--- config.mk ---
export PLATFORM = sky130hd
export DESIGN_NAME = risc_sequencer
export DESIGN_NICKNAME = d
export VERILOG_FILES = /design/src/rtl/risc_sequencer.sv
export SDC_FILE = /design/constraint.sdc
export NUM_CORES = 1
export LEC_CHECK = 0
export ABC_AREA = 1
export CORE_MARGIN = 5
export CORE_UTILIZATION = 45
export CTS_BUF_LIST = sky130_fd_sc_hd__clkbuf_8 sky130_fd_sc_hd__clkbuf_16
export CTS_CLUSTER_DIAMETER = 50
export DETAILED_ROUTE_END_ITERATION = 16
export PLACE_DENSITY = 0.78
export RECOVER_POWER = 25
export SLEW_MARGIN = 10
export SYNTH_ARGS = -nofsm -noshare
export SYNTH_HDL_FRONTEND = slang
export SYNTH_SLANG_ARGS = --single-unit
--- constraint.sdc ---
create_clock -name clk -period 2 [get_ports clk]
set_clock_uncertainty 0.15 [all_clocks]
set_input_delay 0.3 -clock clk [delete_from_list [all_inputs] [get_ports clk]]
set_output_delay 0.3 -clock clk [all_outputs]
set_load 0.02 [all_outputs]
--- src/rtl/risc_sequencer.sv ---
// risc_sequencer: 8-phase CPU control sequencer with memory stall timeout, HALT/ERR states and illegal-opcode trap.
// Define RISC_SEQ_STEP_EN to add a single-instruction step input used while en=0.
module risc_sequencer #(
  parameter int OPC_W   = 3,
  parameter int TO_W    = 4,
  parameter int TIMEOUT = 15
) (
  input  logic             clk,
  input  logic             rst,
  input  logic             en,
  input  logic [OPC_W-1:0] opcode,
  input  logic             zero,
  input  logic             mem_rdy,
`ifdef RISC_SEQ_STEP_EN
  input  logic             step,
`endif
  output logic [2:0]       phase,
  output logic             sel,
  output logic             rd,
  output logic             ld_ir,
  output logic             halt,
  output logic             inc_pc,
  output logic             ld_ac,
  output logic             wr,
  output logic             ld_pc,
  output logic             data_e,
  output logic             halted,
  output logic             bus_err,
  output logic             illegal
);
  typedef enum logic [1:0] {RUN, HALT, ERR} state_t;
  localparam logic [TO_W-1:0] TO = TO_W'(TIMEOUT);
  state_t          r_state, w_state_n;
  logic [2:0]      r_phase, w_phase_n;
  logic [TO_W-1:0] r_cnt, w_cnt_n;
  logic            r_illegal, w_illegal_n;
  logic [2:0]      w_op;
  logic            w_bad, w_hlt, w_skz, w_sto, w_jmp, w_alu;
  logic            w_run, w_act, w_stall, w_stop, w_adv;
  assign w_op  = opcode[2:0];
  assign w_bad = |(opcode >> 3);
  assign w_hlt = w_op == 3'd0;
  assign w_skz = w_op == 3'd1;
  assign w_sto = w_op == 3'd6;
  assign w_jmp = w_op == 3'd7;
  assign w_alu = w_op >= 3'd2 && w_op <= 3'd5;
  assign w_run = r_state == RUN;
  assign w_stall = (r_phase == 3'd1 || (r_phase == 3'd5 && w_alu)) && !mem_rdy;
  assign w_stop  = r_phase == 3'd4 && (w_hlt || w_bad);
  assign w_adv   = w_run && w_act && !w_stop && !w_stall;
`ifdef RISC_SEQ_STEP_EN
  logic r_step, w_step_n;
  assign w_act    = en || r_step;
  // a step request latches here and is released when the instruction wraps back to phase 0
  assign w_step_n = r_step ? !(w_adv && r_phase == 3'd7) : (w_run && !en && step);
  always_ff @(posedge clk)
    r_step <= rst ? 1'b0 : w_step_n;
`else
  assign w_act = en;
`endif
  always_ff @(posedge clk) begin
    if (rst) begin
      r_state   <= RUN;
      r_phase   <= 3'd0;
      r_cnt     <= '0;
      r_illegal <= 1'b0;
    end else begin
      r_state   <= w_state_n;
      r_phase   <= w_phase_n;
      r_cnt     <= w_cnt_n;
      r_illegal <= w_illegal_n;
    end
  end
  always_comb begin
    w_state_n   = r_state;
    w_phase_n   = r_phase;
    w_cnt_n     = r_cnt;
    w_illegal_n = r_illegal;
    if (w_run && w_act) begin
      if (w_stop) begin
        w_state_n   = HALT;
        w_illegal_n = r_illegal || w_bad;
      end else if (w_stall) begin
        w_cnt_n   = r_cnt + 1'b1;
        w_state_n = (r_cnt + 1'b1 == TO) ? ERR : RUN;
      end else begin
        w_phase_n = r_phase + 3'd1;
        w_cnt_n   = '0;
      end
    end
    sel    = w_run && r_phase <= 3'd3;
    rd     = w_run && ((r_phase >= 3'd1 && r_phase <= 3'd3) || (r_phase >= 3'd5 && w_alu));
    ld_ir  = w_run && w_act && (r_phase == 3'd2 || r_phase == 3'd3);
    halt   = r_state == HALT || (w_run && r_phase == 3'd4 && w_hlt);
    inc_pc = w_run && w_act && (r_phase == 3'd4 || (r_phase == 3'd6 && w_skz && zero));
    ld_ac  = w_run && w_act && r_phase == 3'd7 && w_alu;
    ld_pc  = w_run && w_act && r_phase >= 3'd6 && w_jmp;
    wr     = w_run && w_act && r_phase == 3'd7 && w_sto;
    data_e = w_run && r_phase >= 3'd6 && w_sto;
  end
  assign phase   = r_phase;
  assign halted  = r_state == HALT;
  assign bus_err = r_state == ERR;
  assign illegal = r_illegal;
endmodule

==> results by group <==
Status
  • Run status: finished clean

STA
  • Final Setup Violations: 0
  • Unrepaired setup endpoints after global routing: false
  • Final hold violation count: 0
  • Total Neg Setup Slack: 0 ns
  • Hold Worst Slack: 0.3424 ns
  • Post-route clock period utilization: 0.9465
  • Top achievable clock speed: 528.2 MHz
  • Max-slew violation count: 0
  • Smallest setup slack after layout: about 0.11 ns
  • Min Tclk post-route: between 1.5 and 2 ns

Detailed routing
  • Wire length reported by the detailed router: 1717 um
  • Via-per-instance ratio: 4.647
  • Post-detailed-route DRC marker count: 0
  • Number of nets with antenna violations after routing: 0
  • Violation count after the first detailed-routing iteration: 16
  • Router iterations before antenna repair: 4
  • Vias after detailed routing: 790
  • Routed length per instance: 10.10 um

Worst setup path
  • Crit path launch type: input pin
  • Req. time, crit path: 1.55 ns
  • Crit Path Class: input pin to output pin
  • Crit path buf inv count: 3
  • Largest stage delay on the critical path: 0.40 ns
  • Worst setup path startpoint: opcode[0]
  • Launching point of the worst reg2reg path: phase[1]$_SDFFE_PP0P_
  • Cell Chain, Critical Path: clkdlybuf4s50_1, inv_1, nand3_1, nor3_1, clkdlybuf4s15_1
  • Kind of cell with the highest combined delay on the critical path: buffers and inverters
  • Critical-path maximum fanout: 4
  • Worst path arrival time: 1.44 ns
  • Crit. End Element: output pin
  • Cell at the slowest stage of the critical path: sky130_fd_sc_hd__clkdlybuf4s50_1

Power
  • Power Dens Cells: 556.4 mW/mm^2
  • Max VDD drop: roughly 0.42 mV
  • Part of the total power dissipated in the clock network: 0.323
  • Power dissipated by switching net loads: 191.3 uW
  • Total power: 619.6 uW
  • Flop pwr share: 0.328
  • Sw frac: 0.3088
  • Total internal power: 428.3 uW
  • Share of total power in combinational logic: 0.349
  • Leak: 0.5713 nW

Hold path
  • Worst Hold Launch: r_cnt[3]$_SDFFE_PP0P_
  • Worst min-delay path category: flop to flop

Placed design
  • HPWL after detailed placement: 1442 um
  • Final weighted congestion in routability-driven placement: about 0.75
  • Pre-CTS WS: -0.3894 ns
  • Total of buffers placed on input and output ports: 21

Global route
  • GR Layer Usage met2: 0.2406
  • Antenna violations before repair: 0
  • Vias in the first global route: 697
  • Remaining Overflow, GRT: 0
  • GRT Util Overall: 0.1455
  • Met1 GRT Util: 0.1712
  • Maximum number of pins on one net before global-route repair: 7
  • Global-route wire length before repair: 2911 um
  • Busiest layer in global routing: met2
  • Fraction of met3 tracks used by global routing: 0.05723

CTS
  • Later-pin clock latency in the skew report: ~0.23 ns
  • TritonCTS clock tree: yes
  • Clock root buffer master: sky130_fd_sc_hd__clkbuf_8
  • Clock buffer count from CTS: 3
  • Number of sinks driven by the clock tree: 9
  • Htree depth: 1
  • Number of setup buffers added after CTS: 0
  • Post-CTS clock slew at the launch and capture registers of the worst setup and hold paths: 0.04 ns
  • Buffers from clock root to sink, at most: 2

Synthesis
  • Biggest area consumer among synthesized cells: sky130_fd_sc_hd__dfxtp_1
  • Synthesized netlist net count: 128
  • Yosys synthesis warning count: 0
  • Synth cell types: 23
  • Count of state elements after synthesis: 9
  • Instance count of the mapped netlist: 112
  • Main area contributors after synthesis: sky130_fd_sc_hd__dfxtp_1, sky130_fd_sc_hd__ha_1, sky130_fd_sc_hd__nand2_1
  • Sequential area share after synthesis: 0.2500
  • Netlist area before placement: roughly 720 um^2
  • Synthesized area per cell: between 6 and 7 um^2
  • Synth top area share: 0.2500

Floorplanning
  • Starting Density: 0.4784
  • Die span in y: 50.02 um
  • Die boundary width: 50.02 um
  • Floorplan Core Area: 0.001506 mm^2
  • # IOs: 23
  • Area of the die: about 0.0025 mm^2
  • Cell row count: 14

Layout
  • Share of final-layout standard cells stronger than drive strength 1: 0.3117
  • Post-layout util: 0.7392
  • # diodes: 0
  • Growth of design area from synthesis to finish: 54.51%
  • Net count reported at finish: 171

Job
  • Maxcap violations: 0
registers in the layout (all words and copies together), names as in the netlist:
signal	count
phase	3
r_cnt	4
r_state	2
power groups by stage:
| stage | Sequential [mW] | Combinational, mW | Clock [mW] |
|---|---|---|---|
| global placement | 0.204 | 0.218 | 0 |
| detailed placement | 0.205 | 0.222 | 0 |
| CTS | 0.203 | 0.217 | 0.205 |
| finish | 0.203 | 0.216 | 0.200 |
| floorplan | 0.217 | 0.101 | 0 |
| global route | 0.205 | 0.241 | 0.220 |
worst paths after layout:
check / endpoint / slack, ns / cells past startpoint
setup / recovery: data_e / 0.11 / 5
hold / removal: r_cnt[3]$_SDFFE_PP0P_ / 0.34 / 2
setup reg to reg: r_cnt[1]$_SDFFE_PP0P_ / 0.27 / 10
hold reg to reg: r_cnt[3]$_SDFFE_PP0P_ / 0.34 / 2
cell usage in the layout, fill, tap and decap left out, types with 3 or more instances in the layout:
master / n
sky130_fd_sc_hd__nand2_1: 22
sky130_fd_sc_hd__buf_4: 20
sky130_fd_sc_hd__inv_1: 19
sky130_fd_sc_hd__nor2_1: 16
sky130_fd_sc_hd__clkdlybuf4s50_1: 10
sky130_fd_sc_hd__ha_1: 7
sky130_fd_sc_hd__dfxtp_1: 7
sky130_fd_sc_hd__nor3_1: 6
sky130_fd_sc_hd__inv_2: 5
sky130_fd_sc_hd__a21oi_1: 4
sky130_fd_sc_hd__nor2_2: 3
sky130_fd_sc_hd__nand3_1: 3
sky130_fd_sc_hd__clkbuf_8: 3
sky130_fd_sc_hd__buf_2: 3
sky130_fd_sc_hd__clkbuf_2: 3
cell usage after synthesis, drive strengths merged:
master  count
o21ai       4
nand3       4
nand2      25
dfxtp       9
buf         1
nor3        6
conb        1
ha          8
nor4        1
nand4       2
xor2        1
a21oi       6
nor2       19
a211oi      1
inv        23
xnor2       1
through the flow:
step                      instances  area [um^2]
final                           170         1114
after global routing            170         1114
after CTS                       170         1127
after detailed placement        166         1089
after global placement          166         1089
after floorplan                 112        730.7
cells by family (layout without fill, tap and decap cells):
family	count (synthesis)	in the layout	synth area share
fa+ha+maj	8	8	0.1389
buf+inv	24	66	0.1302
flops	9	9	0.2500
compound gates	11	11	0.09548
xor+xnor	2	2	0.02431
other cells	1	1	0.005203
simple gates	57	57	0.3559
worst min-delay path: cells and delay by family, from the launching register on:
kind               cells  cell delay [ns]
DFF                    1             0.32
and+or+nand+nor        1             0.07
AOI/OAI and AO/OA      1             0.06
area by class of cell:
class | count | area [um^2]
Clock buffer | 3 | 41.29
Multi-Input combinational cell | 79 | 465.4
Inverter | 23 | 86.33
Fill cell | 118 | 392.9
Timing Repair Buffer | 39 | 311.5
Clock inverter | 1 | 3.754
Tap cell | 16 | 20.02
Sequential cell | 9 | 185.2
repair_timing:
action	CTS	global route
setup endpoints to repair	9	9
pin swaps	0	1
gates resized for setup	29	18
hold buffers	0	0
metal layers:
| metal | share of wire | vias to the layer above |
|---|---|---|
| li1 | - | 428 |
| met5 | 0 | - |
| met3 | 0.056 | 0 |
| met1 | 0.46 | 345 |
| met4 | 0 | 0 |
| met2 | 0.49 | 17 |
No activity file was read; power rests on OpenSTA's default activity.
